`config.mk`:
```
export PLATFORM = sky130hd
export DESIGN_NAME = st_packet_rr_arbiter
export DESIGN_NICKNAME = d
export VERILOG_FILES = /design/src/rtl/st_packet_rr_arbiter.sv
export SDC_FILE = /design/constraint.sdc
export NUM_CORES = 1
export LEC_CHECK = 0
export ABC_AREA = 0
export CAP_MARGIN = 30
export CORE_UTILIZATION = 41
export DETAILED_ROUTE_END_ITERATION = 7
export MAX_ROUTING_LAYER = met4
export PLACE_DENSITY = 0.86
export SETUP_SLACK_MARGIN = 0.1
export SYNTH_ARGS = -nofsm -noshare
export SYNTH_HDL_FRONTEND = slang
export SYNTH_SLANG_ARGS = --single-unit
```
`constraint.sdc`:
```
create_clock -name clk -period 3.4 [get_ports clk]
set_input_delay 0.51 -clock clk [delete_from_list [all_inputs] [get_ports clk]]
set_output_delay 0.51 -clock clk [all_outputs]
set_load 0.005 [all_outputs]
```
`src/rtl/st_packet_rr_arbiter.sv`:
```
// st_packet_rr_arbiter: packet-aware round-robin merge of NUM_IN
// Avalon-ST byte sources onto one registered, channelized output.
module st_packet_rr_arbiter #(
    parameter int NUM_IN = 4,
    parameter int DATA_W = 8,
    parameter int CHAN_W = 8
) (
    input  logic                     clk,
    input  logic                     reset,
    input  logic [NUM_IN-1:0]        in_valid,
    input  logic [NUM_IN*DATA_W-1:0] in_data,
    input  logic [NUM_IN-1:0]        in_startofpacket,
    input  logic [NUM_IN-1:0]        in_endofpacket,
    output logic [NUM_IN-1:0]        in_ready,
    input  logic                     out_ready,
    output logic                     out_valid,
    output logic [DATA_W-1:0]        out_data,
    output logic [CHAN_W-1:0]        out_channel,
    output logic                     out_startofpacket,
    output logic                     out_endofpacket,
    input  logic [NUM_IN-1:0]        src_enable,
    input  logic                     err_clear,
    output logic                     busy,
    output logic [2:0]               grant_id,
    output logic                     err_orphan
);

    typedef enum logic {IDLE, PKT} state_t;

    state_t            state;
    state_t            state_nxt;
    logic [2:0]        last_grant;
    logic [NUM_IN-1:0] cand;
    logic              any_cand;
    logic              hi_found;
    logic              lo_found;
    logic [2:0]        hi_win;
    logic [2:0]        lo_win;
    logic [2:0]        winner;
    logic              load;
    logic              accept;
    logic              orphan;
    logic [DATA_W-1:0] g_data;
    logic              g_sop;
    logic              g_eop;

    assign load     = out_ready | ~out_valid;
    assign cand     = in_valid & in_startofpacket & src_enable;
    assign any_cand = |cand;
    assign busy     = (state == PKT);
    assign winner   = hi_found ? hi_win : lo_win;

    // Round-robin search: first candidate above last_grant, else wrap.
    always_comb begin
        hi_found = 1'b0;
        lo_found = 1'b0;
        hi_win   = '0;
        lo_win   = '0;
        for (int i = 0; i < NUM_IN; i++) begin
            if (cand[i] && i > int'(last_grant) && !hi_found) begin
                hi_found = 1'b1;
                hi_win   = 3'(i);
            end
            if (cand[i] && i <= int'(last_grant) && !lo_found) begin
                lo_found = 1'b1;
                lo_win   = 3'(i);
            end
        end
    end

    // State register.
    always_ff @(posedge clk) begin
        if (reset) state <= IDLE;
        else       state <= state_nxt;
    end

    // Next state: grant on any SOP candidate, release on accepted EOP.
    always_comb begin
        state_nxt = state;
        case (state)
            IDLE:    if (any_cand) state_nxt = PKT;
            PKT:     if (accept && g_eop) state_nxt = IDLE;
            default: state_nxt = IDLE;
        endcase
    end

    // Outputs: orphan drain while idle, granted-source mux while in a packet.
    always_comb begin
        in_ready = '0;
        accept   = 1'b0;
        orphan   = 1'b0;
        g_data   = '0;
        g_sop    = 1'b0;
        g_eop    = 1'b0;
        for (int i = 0; i < NUM_IN; i++) begin
            if (state == IDLE) begin
                if (src_enable[i] && in_valid[i] && !in_startofpacket[i]) begin
                    in_ready[i] = 1'b1;
                    orphan      = 1'b1;
                end
            end else if (3'(i) == grant_id) begin
                in_ready[i] = load;
                accept      = in_valid[i] & load;
                g_data      = in_data[i*DATA_W +: DATA_W];
                g_sop       = in_startofpacket[i];
                g_eop       = in_endofpacket[i];
            end
        end
    end

    // Grant bookkeeping; last_grant resets so source 0 wins first.
    always_ff @(posedge clk) begin
        if (reset) begin
            grant_id   <= '0;
            last_grant <= 3'(NUM_IN - 1);
        end else begin
            if (state == IDLE && any_cand) grant_id <= winner;
            if (accept && g_eop)           last_grant <= grant_id;
        end
    end

    // Single output stage: load on accept, drop valid once consumed.
    always_ff @(posedge clk) begin
        if (reset) begin
            out_valid         <= 1'b0;
            out_data          <= '0;
            out_channel       <= '0;
            out_startofpacket <= 1'b0;
            out_endofpacket   <= 1'b0;
        end else if (accept) begin
            out_valid         <= 1'b1;
            out_data          <= g_data;
            out_channel       <= CHAN_W'(grant_id);
            out_startofpacket <= g_sop;
            out_endofpacket   <= g_eop;
        end else if (out_ready) begin
            out_valid         <= 1'b0;
        end
    end

    // Sticky orphan flag; a new drop wins over a clear.
    always_ff @(posedge clk) begin
        if (reset)          err_orphan <= 1'b0;
        else if (orphan)    err_orphan <= 1'b1;
        else if (err_clear) err_orphan <= 1'b0;
    end

endmodule

```
======== After elaboration in Yosys (flattened, before gate mapping) ========
Index checks and enable logic that the tools add are counted.
word-level totals
  register bits ........................... 22
  input bits .............................. 52
  output and inout bits ................... 28
  word-level logic and storage cells ...... 132
operators by class
  magnitude comparators ................... 6
  eq/ne operators ......................... 3
  multiplexer cells ....................... 71
  bitwise gates (word level) .............. 9
  reduce and logical (&&, ||, !) cells .... 34
operators by type and width
  kind                  count
  $mux W8               8
  $mux W1               57
  $logic_and A1 B1 Y1   21
  $mux W3               4
  $logic_not A1 Y1      9
  $and A4 B4 Y4         2
  $eq A2 B3 Y1 const A  2
  $gt A2 B3 Y1 const A  2
  $le A2 B3 Y1 const A  2
  $and A1 B1 Y1         4
  $reduce_bool A2 Y1    2
  $reduce_or A4 Y1      1
  $eq A1 B3 Y1 const A  1
  $gt A1 B3 Y1 const A  1
  $le A1 B3 Y1 const A  1
  $logic_not A3 Y1      1
  $mux W2               1
  $not A1 Y1            2
  $pmux W1 S2           1
  $or A1 B1 Y1          1

======== Depth between registers and ports, before layout ========
Gate-level depths: netlist of run 1.
  depth after elaboration ................. 14
  depth in mapped cells ................... 6
  mapped depth without buffers ............ 4

======== Worst setup path after synthesis of run 1 ========
Ideal clock, no wire load.
  path kind ............................... register to output
  start ................................... register grant_id[1]
  end ..................................... output port in_ready[2]
  arrival ................................. 1121 ps
  required time ........................... 2890 ps
  setup slack ............................. 1769 ps
  cell stages (with the launch flop) ...... 4
  path buffers ............................ 1
  cell sequence ........................... dfxtp_1 -> buf_1 -> nand3_1 -> o22ai_1
on the way
  cells in the longest elaborated chain, start to end .. 3
RTL lines
  what                    line  RTL
  start, declared         24    output logic [2:0] grant_id,
  start signal, assigned  117   if (state == IDLE && any_cand) grant_id <= winner;
  $eq A2 B3 Y1            101   end else if (3'(i) == grant_id) begin
  $mux W1                 101
  $mux W1                 96    if (state == IDLE) begin
  end, declared           14    output logic [NUM_IN-1:0] in_ready,
Every way passes these cells.

======== Worst setup path in the final report of run 1 ========
  start ................................... register grant_id[0]
  end ..................................... output port grant_id[0]
No word-level cell between the ends.

==> results.md, run 1 <==
Logic synthesis:
- Counting flops and latches in the post-synthesis netlist gives 19.
- Yosys mapped a number of flops with a built-in enable equal to 0.
- During synthesis, Yosys emitted a total of 0 warnings.
- The commonest cells after synthesis are sky130_fd_sc_hd__nor3_1 (20), sky130_fd_sc_hd__dfxtp_1 (19), sky130_fd_sc_hd__nor2_1 (19).
- The mapped netlist covers between 1000 and 1500 µm².
- The dominant cell by count in the synthesized netlist is sky130_fd_sc_hd__nor3_1.
- For this run, the leading register cell type out of synthesis is sky130_fd_sc_hd__dfxtp_1.
- The area fraction of the dominant cell type after synthesis is 0.272.
- Of the synthesized area, sequential elements account for 0.272.
- The post-synthesis cell type count is 37.
- The synthesized design spends more area on one cell type than any other, namely sky130_fd_sc_hd__dfxtp_1.
- The mean cell area of the mapped netlist is 8.31 µm².
- For this run, asynchronously set or reset flops after synthesis account for 0.
- Sorting the synthesized cells by area gives the leading types as sky130_fd_sc_hd__dfxtp_1 (27%), sky130_fd_sc_hd__mux2i_1 (9.3%), sky130_fd_sc_hd__nor3_1 (7.2%).
- After technology mapping, the gate count stands at between 150 and 200.

Layout:
- The total area of sequential cells is around 380 µm².
- The final layout contains between 200 and 300 nets.
- The filler cells instantiated in the layout total roughly 290.
- The non-filler instance count after layout is about 280.
- Relative to the synthesized area, the layout overhead comes to 51.7%.
- 0 antenna diodes ended up in the layout.
- Summing all multi-input logic gate instances after layout gives about 900 µm².
- Of the cells placed in the final design, the portion with a size suffix greater than 1 is 0.0858.

Power:
- Power spread over the standard cell area amounts to a little over 300 nW/µm².
- For this design the static power due to leakage is a little under 0.0008 µW.
- The maximum vdd ir drop is 0.164 mV.
- The total power draw is ~650 µW.

Timing:
- The final setup TNS is 0 ns.
- The clock arrives with 0.00575 ns of skew.
- In this run the tightest slew margin relative to its limit is 0.408.
- The final hold violation count is 0.
- The final max-slew violation count was 0.
- Setup repair after global routing left no endpoint under its margin.
- The period utilization is 0.767.
- The worst path in the final design needs a cycle of roughly 2.6 ns, including I/O delays and setup.
- The slew at the pin closest to its max-slew limit is roughly 0.89 ns.
- Setup violations remaining at the end of the flow were counted as 0.
- The top achievable clock speed is roughly 380 MHz.

Global routing:
- Global routing finished with a remaining overflow of 0.
- The pin count of the biggest net entering global routing is 24.
- The via count of the first global-routing pass is approximately 1400.
- The wire length of the first global-routing pass is between 5 and 6 mm.
- Across every metal layer, demand over resource in global routing totals 0.226.
- The initial antenna violation count is 0.

Clock network:
- Hold repair after CTS inserted 0 buffers.
- The buffers inserted during post-CTS setup optimization is 0.
- The clock-pin slew on the worst setup and hold paths is approximately 0.12 ns.
- The tree built by TritonCTS fans out to 19 sinks.
- The clock latency of the later-clocked register in the worst-skew pair is about 0.31 ns.
- The TritonCTS clock tree is yes.
- TritonCTS created 3 clock buffers.
- Clock tree synthesis selected as its root buffer the cell sky130_fd_sc_hd__clkbuf_4.
- No sink is reached through more buffers than the 2 on the longest clock path.
- The number of levels in the clock H-tree is 1.
- After clock tree synthesis, the repair step resized 0 gates.

Place:
- The post-detailed-placement half-perimeter wirelength is 2.88 mm.
- The congestion estimate from routability-driven global placement came to around 0.84.
- The number of cells in the design after placement is around 270.
- In this run the tool buffered the top-level ports with 72 buffer cells.

Route:
- After detailed routing, the number of remaining DRC violations is 0.
- In the final routed layout, each cell accounts on average for between 10 and 15 µm.
- The total wire length after detailed routing is just under 4 mm.
- The detail route stage leaves a number of antenna-violating nets equal to 0.
- The detailed-routing iteration count for the pre-antenna-repair pass is 4.
- The routed layout has 1546 vias.
- For this block, the initial DRC count from the detailed router was 77.
- The vias per cell is between 5 and 6.

Critical path:
- The startpoint-to-endpoint class of the critical path is flip-flop to output port.
- The worst path required time is between 2 and 3 ns.
- The worst setup path is launched from a flip-flop.
- The critical path data arrival time is ~2.1 ns.
- The worst setup path is captured at an output port.
- In this run the worst path has a maximum fanout of 21.

Job:
- The total of max-cap violations is 0.

Floorplan:
- The initial core utilization is 0.443.
- The die width is approximately 60 µm.
- The initialized floorplan defines 20 standard-cell rows.
- After floorplanning, the core was sized to cover ~3200 µm².
- The die covers ~3600 µm².
- The chip height is just over 60 µm.
- During I/O placement, the number of pins put on the boundary was 80.

Min path:
- The path class of the tightest hold or removal check is flip-flop to flip-flop.

Status:
- The run finished with clean final reports.
## worst max-delay path: stages, from the launching register on
cell                              delay (ns)
sky130_fd_sc_hd__dfxtp_1                0.92
sky130_fd_sc_hd__buf_4                  0.34
sky130_fd_sc_hd__clkdlybuf4s50_1        0.53
## report_power, final
group	internal, µW	switching, µW
Clock	44.0	77.0
Sequential	239	27.8
Combinational	155	102
Total	438	207
## metrics by stage
step            util  setup WS [ns]  hold WS (ns)  area [µm²]
2_1_floorplan      -           1.77         0.460        1420
3_3_place_gp   0.663          0.911         0.455        2090
3_5_place_dp   0.663          0.858         0.460        2090
4_1_cts        0.672          0.800         0.477        2120
5_1_grt        0.672          0.712         0.511        2120
6_report       0.672          0.793         0.484        2120
## flip-flops by register name, summed over array words and instances, names as in the netlist
signal             flops
busy                   1
grant_id               2
out_channel            2
out_endofpacket        1
out_startofpacket      1
out_data               8
last_grant             2
err_orphan             1
out_valid              1
## cell usage in the layout, fill, tap and decap left out, types with 3 or more instances in the layout
| cell type | n |
|---|---|
| sky130_fd_sc_hd__a221oi_2 | 6 |
| sky130_fd_sc_hd__dfxtp_1 | 19 |
| sky130_fd_sc_hd__a221oi_1 | 3 |
| sky130_fd_sc_hd__a22o_1 | 9 |
| sky130_fd_sc_hd__nand2_1 | 4 |
| sky130_fd_sc_hd__nand3_1 | 8 |
| sky130_fd_sc_hd__nand3b_1 | 4 |
| sky130_fd_sc_hd__o21ai_0 | 5 |
| sky130_fd_sc_hd__buf_4 | 4 |
| sky130_fd_sc_hd__clkbuf_4 | 3 |
| sky130_fd_sc_hd__nor2_1 | 19 |
| sky130_fd_sc_hd__mux2i_1 | 13 |
| sky130_fd_sc_hd__conb_1 | 7 |
| sky130_fd_sc_hd__nor2b_1 | 3 |
| sky130_fd_sc_hd__clkdlybuf4s50_1 | 72 |
| sky130_fd_sc_hd__a21oi_1 | 5 |
| sky130_fd_sc_hd__nor3_1 | 20 |
| sky130_fd_sc_hd__nand2b_1 | 5 |
## kinds of logic after synthesis
group,count (synthesis),synth area share
compound gates,43,0.267
buf+inv,23,0.101
flops,19,0.272
mux,14,0.101
other cells,1,0.00269
simple gates,68,0.255
## cell type report
type | count | area share
clock inverters | 1 | 0.00236
inverters | 2 | 0.00354
clock buffers | 3 | 0.0106
repair buffers | 76 | 0.354
multi-input cells | 132 | 0.424
well taps | 44 | 0.0260
flip-flops and latches | 19 | 0.180
## per-layer routing
metal,GRT usage,part of all wire,vias to the layer above
met4,0.106,0.014,0
li1,-,-,750
met1,0.248,0.42,710
met3,0.0448,0.082,4
met5,-,0,-
met2,0.389,0.49,82
## final timing paths
check	slack, ns	depth (start not counted)	end	startpoint
max reg2reg	0.96	4	out_data[3]$_SDFFE_PP0P_	grant_id[0]$_SDFFE_PP0P_
min	0.48	2	out_endofpacket$_SDFFE_PP0P_	out_endofpacket$_SDFFE_PP0P_
min reg2reg	0.48	2	out_endofpacket$_SDFFE_PP0P_	out_endofpacket$_SDFFE_PP0P_
max	0.79	2	grant_id[0]	grant_id[0]$_SDFFE_PP0P_
Note: power is estimated with default switching activity, not from simulation.
==> run 2, diff against run 1 <==
Settings changed: CORE_UTILIZATION 41 to 34, PLACE_DENSITY 0.86 to 0.76.
Clock period 3.4 ns to 2.27 ns, I/O delays scaled along.
==> run 2 against run 1 <==
Net effect:
- via count decreased by 2.2%
- clock power increased by 97%
- die area increased by 20%
- worst hold slack got worse by 0.0091 ns
- critical path depth increased by 3
- final area increased by 3.1%
- largest cell class unchanged
- clock-buffer cell count unchanged
- critical path type is now input pin to output port
- flip-flop and latch count unchanged
==> results.md, run 2 (synthesis results as in run 1) <==
Min path:
- The number of cells on the worst hold path is 2.
- The hold path startpoint is out_endofpacket$_SDFFE_PP0P_.
- In this run the worst hold path is classified as flip-flop to flip-flop.

Power:
- The share of total power in combinational logic is 0.394.
- Across the VDD grid, the largest voltage drop is between 0.2 and 0.25 mV.
- The leakage dissipation is between 0.0008 and 0.0009 µW.
- Of the total power, the share spent switching nets is 0.303.
- The share of total power dissipated in the clock network is 0.231.
- Summed over all nets, the switching power comes to around 310 µW.
- The internal portion of the total power is a little over 700 µW.
- The sequential cell fraction of total power is 0.375.
- In this run the power density over the cells is 473 nW/µm².

Place:
- The post-detailed-placement cell area is roughly 2100 µm².
- The worst setup slack before clock tree synthesis is between 0.1 and 0.15 ns.
- At the end of routability-driven placement, the weighted congestion stood at between 0.7 and 0.8.
- After legalization and detailed placement, the total HPWL measured approximately 3.0 mm.
- The number of buffers added on ports is 72.

Clock network:
- The clock buffer count from CTS is 3.
- The buffers inserted during post-CTS setup optimization is 0.
- The hold-fix buffer count after cts is 0.
- CTS built an H-tree with a depth of 1.
- At the later pin of the worst-skew pair, clock insertion delay measures 0.26 ns.
- Clock tree synthesis found a total of 19 sinks.
- Counting along the longest clock path gives a buffer depth of 2.
- The TritonCTS clock tree is yes.
- The root cell of the clock tree is sky130_fd_sc_hd__clkbuf_8.
- After clock tree synthesis, the clock-pin slew on the worst setup and hold paths is 0.08 ns.

Floorplan:
- The overall die area is approximately 4400 µm².
- The floorplan step set the die height to between 60 and 70 µm.
- The I/O pin count is 80.
- The initial core utilization is 0.368.
- The die is between 60 and 70 µm wide.
- The core area is around 3800 µm².
- The floorplan has 22 rows.

Route:
- The pre-antenna-repair detailed-routing pass consisted of 4 iterations.
- The total wire length after detailed routing is about 4 mm.
- The vias per cell is ~5.3.
- After detailed routing, the number of remaining DRC violations is 0.
- The initial DRC count is 85.
- In the final routed layout, each cell accounts on average for approximately 14 µm.
- Once detail routing completed, the nets flagged for antenna violations numbered 0.
- The via count of the routed design is ~1500.

Timing:
- The final setup TNS is 0 ns.
- In this run the tightest slew margin relative to its limit is 0.501.
- Hold timing on the final database bottoms out at a slack of approximately 0.48 ns.
- The final hold violation count is 0.
- The final max-slew violation count was 0.
- The period utilization is 0.925.
- Setup violations remaining at the end of the flow were counted as 0.
- The smallest setup slack after layout is 0.169 ns.
- The maximum clock skew at final layout is between 0.007 and 0.008 ns.
- For the pin with the worst max-slew slack, the measured transition is around 0.75 ns.
- The routed design could run at a clock period as short as between 2 and 2.5 ns.
- The top achievable clock speed is ~480 MHz.
- Setup repair after global routing left no endpoint under its margin.

Critical path:
- The startpoint-to-endpoint class of the critical path is input pin to output port.
- STA classifies the critical path endpoint as an output port.
- The worst path required time is 1.93 ns.
- The element type at the critical path start is an input pin.
- The cell count of the worst reg-to-reg path is 5.
- The startpoint identified for the worst register-to-register timing path is grant_id[1]$_SDFFE_PP0P_.
- The critical path data arrival time is around 1.8 ns.
- The worst-path maximum fanout is 3.
- The most critical setup path has its startpoint at in_valid[3].

Layout:
- The count of inserted antenna diode cells is 0.
- The top cell types in the final layout, fill and taps aside, are sky130_fd_sc_hd__clkdlybuf4s50_1 (72), sky130_fd_sc_hd__nor3_1 (20), sky130_fd_sc_hd__nor2_1 (19).
- Of the cells placed in the final design, the portion with a size suffix greater than 1 is 0.113.
- The area added between synthesis and finish is 56.4%.
- The layout net count is 291.
- Measured on the finished design, the core utilization comes to 0.575.
- The cell area after layout is around 2200 µm².
- Leaving out fill and tap cells, the most frequent cell in the layout is sky130_fd_sc_hd__clkdlybuf4s50_1.
- Counting flops per register, the top entry is out_data.
- The number of flip-flops in the largest register is 8.

Global routing:
- The initial antenna violation count was 0.
- The total overflow left after global routing is 0.
- The via count of the first global-routing pass is ~1400.
- The pin count of the biggest net entering global routing is 16.
- The total routing resource utilization after global routing is 0.192.
- The first global-routing pass estimated 6.29 mm of wire.

Status:
- The run finished with clean final reports.

Job:
- Max-cap violations in this run came to 0.
==> run 2: cell types whose count changed in the layout (fill, tap and decap cells not counted) <==
cell and delta:
sky130_fd_sc_hd__buf_4 +5, sky130_fd_sc_hd__clkbuf_4 -3, sky130_fd_sc_hd__clkbuf_8 +3, sky130_fd_sc_hd__dfxtp_1 -1, sky130_fd_sc_hd__dfxtp_2 +1, sky130_fd_sc_hd__nand2b_1 -1
sky130_fd_sc_hd__nand2b_2 +1
==> run 2: final timing paths <==
path | slack [ns] | end
worst max register to register | 0.35 | out_data[6]$_SDFFE_PP0P_
worst min-delay path | 0.48 | out_endofpacket$_SDFFE_PP0P_
worst min register to register | 0.48 | out_endofpacket$_SDFFE_PP0P_
worst max-delay path | 0.17 | in_ready[3]
==> run 2: power by group through the flow <==
| stage | Clock (µW) | Sequential [µW] | Combinational, µW |
|---|---|---|---|
| finish | 238 | 388 | 407 |
| detailed placement | 0 | 394 | 406 |
| global route | 259 | 392 | 440 |
| global placement | 0 | 394 | 403 |
| floorplan | 0 | 383 | 229 |
| CTS | 242 | 387 | 408 |
==> run 2: repair_timing <==
action / 4_1_cts / 5_1_grt
gates resized for setup: 1 / 1
hold endpoints to repair: 0 / 0
endpoints found under the setup margin: 1 / 2
==> run 2: final cells by class <==
class	instances	area, µm²
Multi-Input combinational cell	132	900
Tap cell	48	60.1
Clock buffer	3	41.3
Fill cell	371	1620
Sequential cell	19	382
Timing Repair Buffer	81	788
Inverter	2	7.51
Clock inverter	1	5.00
==> run 2: per-stage QoR <==
step           total power (µW)  instances
3_5_place_dp                801        282
2_1_floorplan               612        174
3_3_place_gp                796        282
4_1_cts                    1040        286
6_report                   1030        286
5_1_grt                    1090        286
==> run 2: per-layer routing <==
metal,wire [µm],global-route usage
met1,1720,0.230
met2,1970,0.327
met3,293,0.0466
met4,25,0.0399
met5,0,-
==> run 2: worst max-delay path: stages <==
cell	delay (ns)
sky130_fd_sc_hd__clkdlybuf4s50_1	0.51
sky130_fd_sc_hd__nand2_1	0.06
sky130_fd_sc_hd__nor3_1	0.22
sky130_fd_sc_hd__a41o_1	0.14
sky130_fd_sc_hd__clkdlybuf4s50_1	0.49
==> run 3, diff against run 2 <==
Settings changed: SETUP_SLACK_MARGIN 0.1 to not set.
==> run 3 against run 2 <==
Net effect:
- critical path depth is 1 lower
- die area did not move
- largest cell class unchanged
- critical path type is now flip-flop to output port
- flip-flop and latch count unchanged
- final area is 0.17% lower
- maximum frequency decreased by 3.6%
- first-iteration DRC count increased by 9.4%
==> results.md, run 3 (synthesis results as in run 1) <==
Critical path:
- The maximum cell stage delay along the critical path is approximately 0.56 ns.
- The top cell family by delay on the critical path is buffers and inverters.
- Along the worst path, the maximum fanout reaches 11.
- The signal on the critical path passes through buf_4 -> nand3_1 -> o22ai_1 -> clkdlybuf4s50_1.
- Data on the critical path is required at its endpoint by 1.93 ns.
- STA classifies the critical path endpoint as an output port.
- The number of buffers and inverters on the critical path is 2.
- For this design, the slowest cell found on the critical path is sky130_fd_sc_hd__dfxtp_1.
- The critical path is of the flip-flop to output port type.
- The element type at the critical path start is a flip-flop.
- The critical path data arrival time is between 1.5 and 2 ns.

Timing:
- The final max-slew violation count is 0.
- The period utilization is 0.960.
- The headroom to the max-slew limit is 0.501.
- The slew at the pin closest to its max-slew limit is ~0.75 ns.
- Setup violations remaining at the end of the flow were counted as 0.
- Subtracting the final worst setup slack from the clock period gives between 2 and 2.5 ns.
- Adding up every negative setup slack in the final design gives 0 ns.
- The final hold violation count came to 0.
- For the final database, setup skew stands at 0.00718 ns.
- Derived from the worst setup path, the maximum achievable clock frequency is between 400 and 500 MHz.
- Setup repair after global routing left no endpoint under its margin.

Route:
- In this run the remaining antenna-violating nets after routing total 0.
- For this run, design rule violations remaining after detail routing come to 0.
- The routed wire length on met3 is 293 µm.
- The initial DRC count is a little over 90.
- The detailed-routing wirelength on met1 is about 1.7 mm.
- Dividing the detail-routed via count by the number of cells gives 5.29.
- The routed design has approximately 4.0 mm of wire.
- The routed layout has 1513 vias.
- The met2 wirelength from detailed routing is roughly 2.0 mm.
- The topmost layer with routed signal wires is met4.
- The routed length per instance is 14.0 µm.
- The detailed-routing iteration count for the pre-antenna-repair pass is 4.

Layout:
- Leaving out fill and tap cells, the most frequent cells in the layout are sky130_fd_sc_hd__clkdlybuf4s50_1 (72), sky130_fd_sc_hd__nor3_1 (20), sky130_fd_sc_hd__nor2_1 (19), sky130_fd_sc_hd__dfxtp_1 (19), sky130_fd_sc_hd__mux2i_1 (13).
- The non-filler instance count after layout is between 200 and 300.
- The area added between synthesis and finish is 56.1%.
- The register with the most flip-flops in the layout has 8 of them.
- After filler insertion, the fill cell instance count of the layout stands at between 300 and 400.
- In the final design database the tool counted approximately 290 nets.
- For this run, the share of the core covered by cells in the final layout is 0.574.
- Of the cells placed in the final design, the portion with a size suffix greater than 1 is 0.105.
- The repair_antennas step left the layout with diodes totalling 0.
- The register name with the most flops is out_data.
- Leaving out fill and tap cells, the most frequent cell in the layout is sky130_fd_sc_hd__clkdlybuf4s50_1.
- After routing the design area is between 2000 and 2500 µm².

Floorplan:
- From bottom edge to top edge, the die measures approximately 66 µm.
- In this run the horizontal extent of the chip is around 66 µm.
- The initialized floorplan defines 22 standard-cell rows.
- The die covers about 4400 µm².
- The initial utilization of the core area, before any placement, comes to 0.368.
- The I/O pin count is 80.
- The region available for standard cell placement spans 3800 µm².

Clock network:
- Clock-pin slew was measured on the worst setup and hold paths at around 0.080 ns.
- The number of clock buffers added by TritonCTS is 3.
- CTS built an H-tree with a depth of 1.
- After clock tree synthesis, the setup repair step added 0 buffers.
- Clock tree synthesis selected as its root buffer the cell sky130_fd_sc_hd__clkbuf_8.
- In this run, post-CTS hold repair placed 0 buffers.
- In this run, post-CTS repair resized a total of 0 instances.
- TritonCTS built the clock tree.
- The number of sinks handled by clock tree synthesis is 19.
- No sink is reached through more buffers than the 2 on the longest clock path.
- The clock latency of the later-clocked register in the worst-skew pair is 0.26 ns.

Power:
- The share of total power dissipated in the clock network is 0.231.
- The switching component of the power is roughly 310 µW.
- The maximum vdd ir drop is around 0.25 mV.
- In this run the static leakage power is 0.000815 µW.
- The areal power density over the cells is between 400 and 500 nW/µm².
- The internal portion of the total power is 719 µW.
- Of the total power, the share spent switching nets is 0.303.
- The share of total power in combinational logic is 0.394.
- Of the total power, registers draw 0.375.

Place:
- The post-detailed-placement cell area is between 2000 and 2500 µm².
- In this run, placement finished with an instance count of between 200 and 300.
- The number of buffers added on ports is 72.
- The post-detailed-placement half-perimeter wirelength is a little over 3 mm.
- The global placement routability congestion is 0.760.

Job:
- Max-cap violations in this run came to 0.

Global routing:
- The overall overflow remaining after global route is 0.
- The initial antenna violation count is 0.
- The pin count of the biggest net entering global routing is 16.
- The first global-routing pass estimated between 6 and 7 mm of wire.
- In the global route stage, overall resource usage came out at 0.192.
- The via count of the first global-routing pass is between 1000 and 1500.

Min path:
- The path type of the worst min-delay path is flip-flop to flip-flop.

Status:
- The flow ran to the end, and the final reports show no timing, DRC or antenna violations.
## run 3: power by group through the flow
| stage | clock network [µW] | logic (µW) | registers [µW] |
|---|---|---|---|
| CTS | 242 | 407 | 387 |
| detailed placement | 0 | 406 | 394 |
| global route | 259 | 440 | 392 |
| finish | 239 | 406 | 387 |
| floorplan | 0 | 229 | 383 |
| global placement | 0 | 403 | 394 |
## run 3: path summary, 6_finish.rpt
check | depth (start not counted) | slack [ns] | to | from
max reg2reg | 5 | 0.27 | out_data[6]$_SDFFE_PP0P_ | busy$_SDFF_PP0_
min reg2reg | 2 | 0.48 | out_endofpacket$_SDFFE_PP0P_ | out_endofpacket$_SDFFE_PP0P_
max | 4 | 0.09 | in_ready[2] | busy$_SDFF_PP0_
min | 2 | 0.48 | out_endofpacket$_SDFFE_PP0P_ | out_endofpacket$_SDFFE_PP0P_
## run 3: cell type report
type                            count  area (µm²)  area share
Tap cell                           48        60.1      0.0276
Multi-Input combinational cell    132         897       0.412
Timing Repair Buffer               81         788       0.362
Sequential cell                    19         380       0.175
Inverter                            2        7.51     0.00344
Clock buffer                        3        41.3      0.0189
Clock inverter                      1        5.00     0.00230
## run 3: per-layer routing
metal / vias up / track usage
met5: - / -
met4: 0 / 0.0399
met3: 5 / 0.0466
met2: 60 / 0.327
met1: 687 / 0.230
li1: 761 / -
## run 3: per-stage QoR
stage / worst slack (ns) / power (µW) / hold WS [ns]
after floorplan: 0.802 / 612 / 0.460
final: 0.0898 / 1030 / 0.475
after global routing: 0.0317 / 1090 / 0.520
after CTS: 0.0970 / 1040 / 0.477
after global placement: 0.151 / 796 / 0.457
after detailed placement: 0.148 / 801 / 0.467
## run 3: worst register-to-register path, delay by kind of cell (launching register included)
family,cells,cell delay (ns)
simple gates,2,0.16
flops,1,0.56
buf+inv,1,0.24
compound gates,2,0.90
==> RTL edit (settings of run 3) <==
The parameter `DATA_W` goes from 8 to 7.
--- a/src/rtl/st_packet_rr_arbiter.sv
+++ b/src/rtl/st_packet_rr_arbiter.sv
@@ -4,3 +4,3 @@
     parameter int NUM_IN = 4,
-    parameter int DATA_W = 8,
+    parameter int DATA_W = 7,
     parameter int CHAN_W = 8
Interface: changed (resized in_data and out_data); port bits go from 80 to 75. The function was not compared with the original's and may differ.
==> RTL edit against run 3 <==
Die area down 9.0%. Worst setup slack gained 0.055 ns. Sequential cell count is 1 lower. Combinational power is 2% lower. Wire length fell by 10%. Power is 0.57% higher. Highest routed layer unchanged. Synthesized area shrank 9.2%. Final area decreased by 9.0%.
==> RTL edit: results (changes against run 3) <==
Met1 usage = 26.9% (+3.9 points)
CTS Buf Count = 3 (unchanged)
Final #Nets = 266 (-8.6%)
CP Data Arrival Time = 1.78 ns (-0.06 ns)
Vias in the first global route = 1,325 (-3.5%)
CP peak stage delay = 0.52 ns (-0.04 ns)
GRT met2 Usage = 30.6% (-2.0 points)
Routed vias = 1,360 (-10%)
Clock Skew = 0.00228 ns (-0.00490 ns)
Largest net degree at the start of global routing = 19 (+3)
Leakage = 0.724 nW (-11%)
Synth top area cells = dfxtp_1, mux2i_1, o221a_2
Worst hold path type = flip-flop to flip-flop
# port buffers = 67 (-6.9%)
Max stage delay cell, worst path = clkdlybuf4s50_1
Slew margin rel. = 66.6% (+17 points)
Placed Area = 0.00193 mm2 (-9.6%)
Hpwl dp = 2.75 mm (-9.0%)
Distinct cells, synth = 44 (+19%)
Post-route insts no fill = 263 (-8.0%)
Routed WL = 3.58 mm (-10%)
Starting DRC count in detailed routing = 88 (-5.4%)
Max reg flops = 7 (-1)
Register-to-register setup slack = 0.39 ns (+0.12 ns)
Seq/Total Area, Yosys = 28.4% (+1.2 points)
GPL Wtd Cong = 0.791 (+4.1%)
Worst-path fanout max = 4 (-7)
First-pass GRT wire length = 6.18 mm (-1.6%)
Synth cell count leaders = dfxtp_1, nor2_1, mux2i_1
Post-synthesis area per instance = 8.23 um2 (-0.98%)
GR Util All Layers = 20.0% (+0.80 points)
Status = completed
Global routing usage on met3 = 4.53% (-0.13 points)
Worst vdd ir = 0.384 mV (+57%)
## RTL edit: changes by cell type in the layout (fill, tap and decap cells not counted), sizes merged, moves of 3 or more
| cell | before | now |
|---|---|---|
| a22oi | 0 | 8 |
| buf | 9 | 6 |
| inv | 2 | 5 |
| o221a | 0 | 7 |
| nor3 | 20 | 9 |
| nand2 | 4 | 9 |
| a22o | 9 | 0 |
| nand2b | 5 | 2 |
| nor2 | 19 | 14 |
| a221oi | 9 | 1 |
| clkdlybuf4s50 | 72 | 67 |
## RTL edit: report_power, final
group	switching [W]	internal, W
clock network	0.000106	0.000154
registers	0.0000319	0.000347
logic	0.000164	0.000235
total	0.000302	0.000736
## RTL edit: area by class of cell
type	count	area, um2
Fill cell	321	1460
Multi-Input combinational cell	117	777
Timing Repair Buffer	73	716
Sequential cell	18	360
Tap cell	46	57.6
Clock buffer	4	55.1
Inverter	5	18.8
## RTL edit: final timing paths
check	end	startpoint	depth (start not counted)
max	in_ready[3]	in_valid[3]	5
min	out_channel[0]	out_channel[0]	2
max reg2reg	busy	busy	4
min reg2reg	out_channel[0]	out_channel[0]	2
## RTL edit: cells by family (layout without fill, tap and decap cells)
family	after synthesis	in the layout	share of synthesized area, %
simple gates	55	55	22.0
compound gates	43	43	26.8
buf+inv	25	82	12.0
flops	18	18	28.4
mux	12	12	10.5
other cells	1	7	0.296
## RTL edit: routing by layer
metal,up-vias,part of all wire [%],wire length (um)
met2,43,48,1720
li1,687,-,-
met4,0,0.50,18
met5,-,0,0
met1,628,47,1680
met3,2,4.8,171
## RTL edit: per-stage QoR
stage          setup WS, ns  total power (W)  hold slack (ns)  utilization (%)
6_report              0.145          0.00104            0.463             57.7
5_1_grt              0.0385          0.00111            0.496             57.7
4_1_cts               0.150          0.00105            0.469             57.7
3_5_place_dp          0.150         0.000783            0.450             56.1
3_3_place_gp          0.174         0.000782            0.445             56.1
2_1_floorplan         0.599         0.000603            0.453                -
## RTL edit: worst reg2reg max path, delay by kind of cell (launching register included)
| family | cells | cell delay [ns] |
|---|---|---|
| AO/OA/AOI/OAI | 2 | 0.47 |
| flip-flops | 1 | 0.53 |
| AND/OR/NAND/NOR | 2 | 0.78 |
